$ cat src/rtl/i2c_rx_fifo_writer.sv
// rtl/i2c_rx_fifo_writer.sv - I2C byte receiver pushing into the write side of the async RX FIFO
module i2c_rx_fifo_writer #(
  parameter int SYNC_STAGES = 2,
  parameter int STRETCH_EN  = 1,
  parameter int CNT_WIDTH   = 8
) (
  input  logic                 wclk_i,
  input  logic                 wrst_ni,
  input  logic                 enable_i,
  input  logic                 scl_i,
  input  logic                 sda_i,
  input  logic                 wfull_i,
  input  logic                 w_almost_full_i,
  output logic                 winc_o,
  output logic [7:0]           wdata_o,
  output logic                 sda_oe_o,
  output logic                 scl_oe_o,
  output logic                 busy_o,
  output logic                 overflow_o,
  input  logic                 clr_ovf_i,
  output logic [CNT_WIDTH-1:0] byte_cnt_o
);

  typedef enum logic [2:0] {
    ST_IDLE,
    ST_RECV,
    ST_PUSH,
    ST_STRETCH,
    ST_ACK,
    ST_NACK
  } state_e;

  state_e                 state_q, state_d;
  logic [7:0]             shift_q, shift_d;
  logic [3:0]             bit_cnt_q, bit_cnt_d;
  logic [CNT_WIDTH-1:0]   byte_cnt_q, byte_cnt_d;
  logic                   ovf_q, ovf_d;
  logic                   push;

  logic [SYNC_STAGES-1:0] scl_sync_q, sda_sync_q;
  logic                   scl_prev_q, sda_prev_q;
  logic                   scl_s, sda_s;
  logic                   scl_rise, scl_fall, start_det, stop_det;

  // Almost-full is status only; this block has no use for it.
  logic unused_almost_full;
  assign unused_almost_full = w_almost_full_i;

  // Synchronisers reset to the idle-bus level so releasing reset never looks like a START.
  always_ff @(posedge wclk_i or negedge wrst_ni) begin
    if (!wrst_ni) begin
      scl_sync_q <= '1;
      sda_sync_q <= '1;
      scl_prev_q <= 1'b1;
      sda_prev_q <= 1'b1;
    end else begin
      scl_sync_q <= {scl_sync_q[SYNC_STAGES-2:0], scl_i};
      sda_sync_q <= {sda_sync_q[SYNC_STAGES-2:0], sda_i};
      scl_prev_q <= scl_sync_q[SYNC_STAGES-1];
      sda_prev_q <= sda_sync_q[SYNC_STAGES-1];
    end
  end

  assign scl_s     = scl_sync_q[SYNC_STAGES-1];
  assign sda_s     = sda_sync_q[SYNC_STAGES-1];
  assign scl_rise  = scl_s & ~scl_prev_q;
  assign scl_fall  = ~scl_s & scl_prev_q;
  assign start_det = scl_s & scl_prev_q & sda_prev_q & ~sda_s;
  assign stop_det  = scl_s & scl_prev_q & ~sda_prev_q & sda_s;

  always_ff @(posedge wclk_i or negedge wrst_ni) begin
    if (!wrst_ni) begin
      state_q    <= ST_IDLE;
      shift_q    <= '0;
      bit_cnt_q  <= '0;
      byte_cnt_q <= '0;
      ovf_q      <= 1'b0;
    end else begin
      state_q    <= state_d;
      shift_q    <= shift_d;
      bit_cnt_q  <= bit_cnt_d;
      byte_cnt_q <= byte_cnt_d;
      ovf_q      <= ovf_d;
    end
  end

  always_comb begin
    state_d    = state_q;
    shift_d    = shift_q;
    bit_cnt_d  = bit_cnt_q;
    byte_cnt_d = byte_cnt_q;
    ovf_d      = ovf_q;
    push       = 1'b0;

    if (clr_ovf_i) ovf_d = 1'b0;

    unique case (state_q)
      ST_IDLE: ;
      ST_RECV: begin
        if (scl_rise && (bit_cnt_q != 4'd8)) begin
          shift_d   = {shift_q[6:0], sda_s};
          bit_cnt_d = bit_cnt_q + 4'd1;
        end else if (scl_fall && (bit_cnt_q == 4'd8)) begin
          if (!wfull_i) begin
            state_d = ST_PUSH;
          end else if (STRETCH_EN != 0) begin
            state_d = ST_STRETCH;
          end else begin
            state_d = ST_NACK;
            ovf_d   = 1'b1;
          end
        end
      end
      // Full can only reappear here if another writer shares the FIFO; fall back instead of writing.
      ST_PUSH: begin
        if (wfull_i) begin
          if (STRETCH_EN != 0) begin
            state_d = ST_STRETCH;
          end else begin
            state_d = ST_NACK;
            ovf_d   = 1'b1;
          end
        end else begin
          push       = 1'b1;
          byte_cnt_d = byte_cnt_q + CNT_WIDTH'(1);
          state_d    = ST_ACK;
        end
      end
      ST_STRETCH: begin
        if (!wfull_i) state_d = ST_PUSH;
      end
      ST_ACK: begin
        if (scl_fall) begin
          state_d   = ST_RECV;
          bit_cnt_d = 4'd0;
        end
      end
      ST_NACK: begin
        if (scl_fall) state_d = ST_IDLE;
      end
      default: state_d = ST_IDLE;
    endcase

    // Bus conditions override any bit-level progress decided above.
    if (!enable_i) begin
      state_d = ST_IDLE;
    end else if (start_det) begin
      state_d    = ST_RECV;
      bit_cnt_d  = 4'd0;
      byte_cnt_d = '0;
    end else if (stop_det) begin
      state_d = ST_IDLE;
    end
  end

  assign winc_o     = push;
  assign wdata_o    = shift_q;
  assign sda_oe_o   = (state_q == ST_ACK);
  assign scl_oe_o   = (state_q == ST_STRETCH);
  assign busy_o     = (state_q != ST_IDLE);
  assign overflow_o = ovf_q;
  assign byte_cnt_o = byte_cnt_q;

endmodule

$ cat config.mk
export PLATFORM = sky130hd
export DESIGN_NAME = i2c_rx_fifo_writer
export DESIGN_NICKNAME = d
export VERILOG_FILES = /design/src/rtl/i2c_rx_fifo_writer.sv
export SDC_FILE = /design/constraint.sdc
export NUM_CORES = 1
export LEC_CHECK = 0
export CORE_ASPECT_RATIO = 1.5
export CORE_MARGIN = 4
export CORE_UTILIZATION = 35
export DETAILED_ROUTE_END_ITERATION = 12
export PLACE_DENSITY = 0.58
export RECOVER_POWER = 25
export SLEW_MARGIN = 30
export SYNTH_ARGS = -nofsm -noshare
export SYNTH_HDL_FRONTEND = slang
export SYNTH_SLANG_ARGS = --single-unit
$ cat constraint.sdc
create_clock -name wclk_i -period 4.1 [get_ports wclk_i]
set_input_delay 0.41 -clock wclk_i [delete_from_list [all_inputs] [get_ports wclk_i]]
set_output_delay 0.41 -clock wclk_i [all_outputs]
set_load 0.02 [all_outputs]
==> out/qor_table.md, run 1 <==
| Result | Reported |
| --- | --- |
| Number of enable-type register cells in the synthesized netlist | 0 |
| Remaining routing DRC violations | 0 |
| Number of gates given a new drive strength after cts | 0 |
| Slew headroom | -1.72% |
| Critical path capture point type | output port |
| Initial antenna violation count | 0 |
| Non-filler cells in the finished layout | 200 |
| Critical path's top delay family | buffers and inverters |
| Setup_tns | 0 ns |
| Portion of synthesized cell area occupied by the leading cell type | 39.6% |
| Die span in y | 86.9 um |
| Syn nets | 136 |
| Area added between synthesis and finish | 25.4% |
| Final worst path period need | 2.60 ns |
| Violations in the final reports | capacitance limit, slew limit |
| Register clock-pin slew on the reported worst setup and hold paths | 0.06 ns |
| First-pass GRT wire length | 4530 um |
| Setup WS pre-CTS | 1.50 ns |
| Synth cell types | 45 |
| Clock power frac | 39.1% |
| Slowest stage cell, crit path | sky130_fd_sc_hd__clkdlybuf4s50_1 |
| Maxcap violations | 1 |
| Cell mode on critical path | sky130_fd_sc_hd__clkdlybuf4s50_1 |
| Worst setup slack after layout | 1.50 ns |
| Net Sw Frac | 24.2% |
| Cell types with the largest area share after synthesis | sky130_fd_sc_hd__dfrtp_1, sky130_fd_sc_hd__dfstp_2, sky130_fd_sc_hd__mux2_2, sky130_fd_sc_hd__xor2_1, sky130_fd_sc_hd__ha_1 |
| Number of hold-repair buffers added at the cts stage | 0 |
| Switching Power | 148 uW |
| Maximum cell stage delay along the critical path | 0.71 ns |
| Setup violation total in the final timing report | 0 |
| Number of global-route vias before repair | 996 |
| CP max FO | 10 |
| Hold WS | 0.361 ns |
| Initial standard-cell utilization of the core | 36.4% |
| Worst reg2reg startpoint | scl_sync_q[1]$_DFF_PN1_ |
| Data required time of the critical path | 3.69 ns |
| FF+latch count, synth | 29 |
| Capture instance of the worst register-to-register path | byte_cnt_o[0]$_DFF_PN0_ |
| Vias | 1018 |
| Final layout net count | 165 |
| Leakage power figure | 0.787 nW |
| Number of antenna-violating nets in the routed design | 0 |
| Internal reg-to-reg setup slack | 2.32 ns |
| Maximum clock insertion buffer count | 2 |
| Max IR drop VDD | 0.226 mV |
| Final period utilization | 63.4% |
| Class of the tightest hold or removal check | reg -> reg |
| Starting DRT DRC Count | 24 |
| Placed wire-length estimate | 1920 um |
| Placement Rows | 28 |
| Fin. max-slew vios | 30 |
| Combinational power share | 9.4% |
| Final routed wire length divided by cell count | 13.5 um |
| Arr. time, crit path | 2.19 ns |
| Wirelength, routed | 2700 um |
| TritonCTS clock tree | built |
| I/O pin total | 29 |
| Transition time of the tightest slew-check pin | 1.53 ns |
| Floorplan core area | 3990 um2 |
| CP Buf/Inv Count | 2 |
| Detailed-routing iteration count for the pre-antenna-repair pass | 4 |
| Routability congestion estimate | 0.756 |
| Drt via density | 5.09 |
| Setup crit start kind | primary input |
| RSZ-0062 raised after global routing | no |
| Dominant cell type by area after synthesis | sky130_fd_sc_hd__dfrtp_1 |
| Area enclosed by the die boundary | 5270 um2 |
| Die extent in x | 60.6 um |
| Hold path depth | 0 |
| Largest net degree at the start of global routing | 30 |
| Share of the yosys chip area belonging to registers | 50.4% |
| Portion of total power attributed to sequential cells | 51.6% |
| Number of instances in the synthesized netlist | 125 |
| Sequence of cells on the critical path | clkdlybuf4s50_1, nor4b_4, clkdlybuf4s50_1 |
| End point of the most critical hold path | sda_sync_q[1]$_DFF_PN1_ |
| Antenna fix cells | 0 |
| Most used flip-flop cell after synthesis | sky130_fd_sc_hd__dfrtp_1 |
| Worst Skew | 0.00757 ns |
| Power per cell area | 336 nW/um2 |
| Fmax | 0.384 GHz |
| Netlist Area Pre-Place | 1450 um2 |
| Placed insts | 192 |
| Congestion Overflow GR | 0 |
| Crit Path Class | in -> out |
| Average size of a mapped cell | 11.6 um2 |
| GRT Util Overall | 11.6% |
| Count of yosys warnings during synthesis | 0 |
| Number of sinks driven by the clock tree | 29 |
| Cell depth of the worst flop-to-flop path | 4 |
| IO buf count | 25 |
| FFs w/ async S/R, synth | 100% |
| Clk Tree Root Cell | sky130_fd_sc_hd__clkbuf_8 |
| Inserted Clock Buffers | 5 |
| Proportion of layout cells with a drive suffix above 1 | 20.0% |
| Final-report hold violation count | 0 |
| Total power of the final layout | 613 uW |
| Int Pwr | 464 uW |
| Clock latency at the later pin of the worst-skew pair | 0.28 ns |
| Setup fix buffers added after clock tree synthesis | 0 |
| Maximum level of the CTS H-tree | 2 |
| Hold wc startpoint | sda_sync_q[0]$_DFF_PN1_ |
| Result of the run | finished, violations left |
worst max path at each step:
| stage | start | endpoint | slack, ns | cells after the start |
|---|---|---|---|---|
| 6_report | wfull_i | winc_o | 1.50 | 3 |
| 5_1_grt | wfull_i | winc_o | 1.40 | 3 |
| 4_1_cts | wfull_i | winc_o | 1.49 | 3 |
| 3_5_place_dp | wfull_i | winc_o | 1.50 | 3 |
| 3_3_place_gp | wfull_i | winc_o | 1.51 | 3 |
| 2_1_floorplan | state_q[0]$_DFFE_PN0P_ | byte_cnt_o[5]$_DFF_PN0_ | 2.43 | 5 |
logic make-up after synthesis:
| kind of cell | after synthesis | synth area share, % |
|---|---|---|
| and+or+nand+nor | 47 | 22.7 |
| DFF | 29 | 50.4 |
| AOI/OAI and AO/OA | 19 | 8.09 |
| muxes | 10 | 7.66 |
| xor gates and xnor gates | 8 | 4.82 |
| buffers and inverters | 8 | 3.44 |
| adders and majority gates | 3 | 2.58 |
| other | 1 | 0.258 |
layer usage:
metal,up-vias,track usage (%),share of wire (%)
met3,6,4.60,4.4
met5,-,0,0
met1,492,14.3,45
met4,0,5.92,2.5
li1,502,-,-
met2,18,17.1,48
power by group through the flow:
stage	logic, mW	clock network, mW	registers, mW
after floorplan	0.0324	0	0.321
after global placement	0.0577	0	0.321
after detailed placement	0.0592	0	0.321
after CTS	0.0595	0.248	0.317
after global routing	0.0649	0.264	0.319
final	0.0574	0.239	0.316
state kept, by name (all words and copies together), names as in the netlist:
name	count
scl_prev_q	1
state_q	3
sda_prev_q	1
sda_sync_q	2
scl_sync_q	2
bit_cnt_q	4
wdata_o	8
byte_cnt_o	8
metrics by stage:
step | utilization (%) | area, um2
after floorplan | - | 1450
after global placement | 43.5 | 1740
after detailed placement | 43.5 | 1740
after CTS | 45.7 | 1830
after global routing | 45.6 | 1820
final | 45.6 | 1820
cells in the final DEF (no fill, tap or decap), types with 2 or more instances in the layout:
master,n
sky130_fd_sc_hd__dfrtp_1,23
sky130_fd_sc_hd__clkbuf_8,6
sky130_fd_sc_hd__o21ai_0,6
sky130_fd_sc_hd__a21oi_1,6
sky130_fd_sc_hd__dfstp_1,2
sky130_fd_sc_hd__xor2_1,6
sky130_fd_sc_hd__or3_1,3
sky130_fd_sc_hd__mux2_2,9
sky130_fd_sc_hd__clkdlybuf4s50_1,22
sky130_fd_sc_hd__nand4_1,5
sky130_fd_sc_hd__nor2_1,6
sky130_fd_sc_hd__nand3_1,2
sky130_fd_sc_hd__nand2_1,5
sky130_fd_sc_hd__dlygate4sd3_1,3
sky130_fd_sc_hd__clkbuf_1,3
sky130_fd_sc_hd__nor3_1,2
sky130_fd_sc_hd__and4bb_2,2
sky130_fd_sc_hd__inv_1,3
sky130_fd_sc_hd__dfstp_2,4
sky130_fd_sc_hd__o21bai_1,2
sky130_fd_sc_hd__nor2b_1,2
sky130_fd_sc_hd__and3_1,2
sky130_fd_sc_hd__nor2_2,4
sky130_fd_sc_hd__ha_1,3
sky130_fd_sc_hd__xnor2_1,2
area by class of cell:
class / count / area (um2)
Sequential cell: 29 / 733
Clock buffer: 8 / 90.1
Timing Repair Buffer: 27 / 262
Inverter: 3 / 11.3
Multi-Input combinational cell: 88 / 671
Fill cell: 393 / 2170
Tap cell: 45 / 56.3
synthesized netlist by cell type (all sizes together) (2+ instances only):
cell type	count
buf	4
nor2b	2
or3	3
and3	2
dfrtp	23
o21ai	7
a21oi	6
nand3	2
nor2	10
inv	3
nand4	5
mux2	9
or3b	2
xor2	6
nand3b	2
nand2	5
ha	3
dfstp	6
nor3	2
xnor2	2
and4bb	2
o21bai	2
worst register-to-register path, stage by stage, from the launching register on:
cell,delay [ns]
sky130_fd_sc_hd__dfstp_1,0.63
sky130_fd_sc_hd__nand2_1,0.10
sky130_fd_sc_hd__nor3_1,0.59
sky130_fd_sc_hd__buf_4,0.29
sky130_fd_sc_hd__nor2_1,0.06
Note: power is estimated with default switching activity, not from simulation.
==> run 2, diff against run 1 <==
--- a/config.mk
+++ b/config.mk
@@ -9,7 +9,7 @@
 export CORE_MARGIN = 4
 export CORE_UTILIZATION = 35
 export DETAILED_ROUTE_END_ITERATION = 12
-export PLACE_DENSITY = 0.58
+export PLACE_DENSITY = 0.6
 export RECOVER_POWER = 25
 export SLEW_MARGIN = 30
 export SYNTH_ARGS = -nofsm -noshare
==> constraint.sdc (replaced) <==
create_clock -name wclk_i -period 2.2 [get_ports wclk_i]
set_input_delay 0.22 -clock wclk_i [delete_from_list [all_inputs] [get_ports wclk_i]]
set_output_delay 0.22 -clock wclk_i [all_outputs]
set_load 0.02 [all_outputs]
==> run 2 against run 1 <==
  * The run still ends with capacitance limit, slew limit left
  * Clock power increased by 72%
  * Via count increased by 1.5%
  * Die area unchanged
  * Power increased by 81%
  * Routed wire length increased by 2.7%
  * Sequential share of layout area decreased by 0.41 points
  * Non-clock buffer count increased by 3
  * Final cell count increased by 1.5%
  * Register-to-register slack got worse by 1.8 ns
  * Highest routed layer unchanged
==> out/qor_table.md, run 2 (synthesized netlist as in run 1, its figures left out) <==
| Result | Reported |
| --- | --- |
| Result of the run | finished, violations left |
| Violations in the final reports | capacitance limit, slew limit |
| Slew headroom | -2.04% |
| Drt via density | 5.09 |
| Clock latency at the later pin of the worst-skew pair | 0.28 ns |
| Final-report hold violation count | 0 |
| Worst reg2reg startpoint | state_q[0]$_DFFE_PN0P_ |
| Combinational power share | 9.7% |
| IO buf count | 25 |
| Detailed-routing iteration count for the pre-antenna-repair pass | 4 |
| I/O pin total | 29 |
| Fmax | 0.498 GHz |
| Switching Power | 275 uW |
| Maxcap violations | 1 |
| Sequence of cells on the critical path | nor4b_4, clkdlybuf4s50_1 |
| Top library cells by usage in the layout, fill and taps aside | sky130_fd_sc_hd__dfrtp_1, sky130_fd_sc_hd__clkdlybuf4s50_1, sky130_fd_sc_hd__mux2_2 |
| TritonCTS clock tree | built |
| Clk Tree Root Cell | sky130_fd_sc_hd__clkbuf_8 |
| First-pass GRT wire length | 4720 um |
| Remaining routing DRC violations | 0 |
| Crit Path Class | reg -> out |
| Critical Path Stages | 2 |
| Number of sinks driven by the clock tree | 29 |
| Number of hold-repair buffers added at the cts stage | 0 |
| Maximum cell stage delay along the critical path | 0.65 ns |
| Arr. time, crit path | 1.79 ns |
| Worst Skew | 0.00577 ns |
| Net Sw Frac | 24.9% |
| Transition time of the tightest slew-check pin | 1.53 ns |
| Number of gates given a new drive strength after cts | 0 |
| Largest net degree at the start of global routing | 30 |
| Proportion of layout cells with a drive suffix above 1 | 22.2% |
| Commonest non-fill, non-tap cell in the layout | sky130_fd_sc_hd__dfrtp_1 |
| Area enclosed by the die boundary | 5270 um2 |
| Critical path capture point type | output port |
| CP max FO | 12 |
| Number of global-route vias before repair | 1062 |
| Setup crit start kind | flip-flop |
| Starting DRT DRC Count | 18 |
| Max IR drop VDD | 0.472 mV |
| Setup fix buffers added after clock tree synthesis | 0 |
| Data required time of the critical path | 1.98 ns |
| Non-filler cells in the finished layout | 203 |
| Number of antenna-violating nets in the routed design | 0 |
| Inserted Clock Buffers | 5 |
| Congestion Overflow GR | 0 |
| Initial antenna violation count | 0 |
| Routability congestion estimate | 0.813 |
| Placed wire-length estimate | 2030 um |
| Leakage power figure | 0.805 nW |
| GRT Util Overall | 11.9% |
| Class of the tightest hold or removal check | reg -> reg |
| Slowest stage cell, crit path | sky130_fd_sc_hd__clkdlybuf4s50_1 |
| Cell depth of the worst flop-to-flop path | 4 |
| Int Pwr | 832 uW |
| Antenna fix cells | 0 |
| Initial standard-cell utilization of the core | 36.4% |
| Hold wc startpoint | sda_sync_q[0]$_DFF_PN1_ |
| Wirelength, routed | 2770 um |
| Final worst path period need | 2.01 ns |
| Placed insts | 195 |
| Placement Rows | 28 |
| CP Buf/Inv Count | 1 |
| Hold path depth | 0 |
| Die span in y | 86.9 um |
| Area added between synthesis and finish | 26.7% |
| Vias | 1033 |
| Final layout net count | 168 |
| Maximum clock insertion buffer count | 2 |
| Setup_tns | 0 ns |
| Setup violation total in the final timing report | 0 |
| Floorplan core area | 3990 um2 |
| Power per cell area | 602 nW/um2 |
| Final period utilization | 91.2% |
| Origin of the worst setup path | state_q[0]$_DFFE_PN0P_ |
| Die extent in x | 60.6 um |
| Register clock-pin slew on the reported worst setup and hold paths | 0.06 ns |
| Final routed wire length divided by cell count | 13.7 um |
| Critical path's top delay family | buffers and inverters |
| Clock power frac | 37.1% |
| Portion of total power attributed to sequential cells | 53.3% |
| RSZ-0062 raised after global routing | no |
| Maximum level of the CTS H-tree | 2 |
| Fin. max-slew vios | 30 |
## run 2: changes by cell type in the layout (fill, tap and decap cells not counted)
cell,change
sky130_fd_sc_hd__clkinv_2,+1
sky130_fd_sc_hd__nor3b_2,+1
sky130_fd_sc_hd__buf_4,+3
sky130_fd_sc_hd__clkbuf_8,-1
sky130_fd_sc_hd__nor3b_1,-1
## run 2: cell type report
type,count,area [um2]
clock buffers,7,76.3
clock inverters,1,5.00
fillers,404,2150
inverters,3,11.3
multi-input cells,88,676
flip-flops and latches,29,733
well taps,45,56.3
repair buffers,30,284
## run 2: power groups by stage
stage | clock (mW) | sequential, mW | combinational [mW]
after floorplan | 0 | 0.598 | 0.0604
after global routing | 0.451 | 0.594 | 0.119
after global placement | 0 | 0.597 | 0.107
final | 0.411 | 0.590 | 0.107
after detailed placement | 0 | 0.600 | 0.111
after CTS | 0.426 | 0.591 | 0.111
## run 2: path summary, 6_finish.rpt
check,to,slack (ns)
worst max-delay path,winc_o,0.19
worst min-delay path,sda_sync_q[1]$_DFF_PN1_,0.36
worst max register to register,bit_cnt_q[1]$_DFF_PN0_,0.48
worst min register to register,sda_sync_q[1]$_DFF_PN1_,0.36
max in group asynchronous,wdata_o[1]$_DFFE_PN0P_,0.46
min in group asynchronous,byte_cnt_o[4]$_DFF_PN0_,0.84
## run 2: stage by stage
stage	power (mW)	utilization, %	instance area (um2)	hold WS [ns]	setup slack (ns)
after detailed placement	0.711	44.0	1760	0.350	0.306
after global placement	0.704	44.0	1760	0.347	0.308
after floorplan	0.659	-	1450	-0.0756	0.526
final	1.11	46.1	1840	0.361	0.194
after global routing	1.16	46.1	1840	0.367	0.0894
after CTS	1.13	46.1	1840	0.328	0.0439
## run 2: routing by layer
metal  part of all wire [%]  vias up  GRT usage [%]
met5                      0        -              0
met4                    2.3        0           6.51
met3                    5.2        5           4.60
met2                     50       22           17.9
met1                     42      501           14.4
li1                       -      505              -
==> run 3, diff against run 2 <==
--- a/config.mk
+++ b/config.mk
@@ -11,6 +11,7 @@
 export DETAILED_ROUTE_END_ITERATION = 12
 export PLACE_DENSITY = 0.6
 export RECOVER_POWER = 25
+export SKIP_LAST_GASP = 1
 export SLEW_MARGIN = 30
 export SYNTH_ARGS = -nofsm -noshare
 export SYNTH_HDL_FRONTEND = slang
==> results of run 3 <==
Final layout, timing and power as in run 2 (identical DEF).
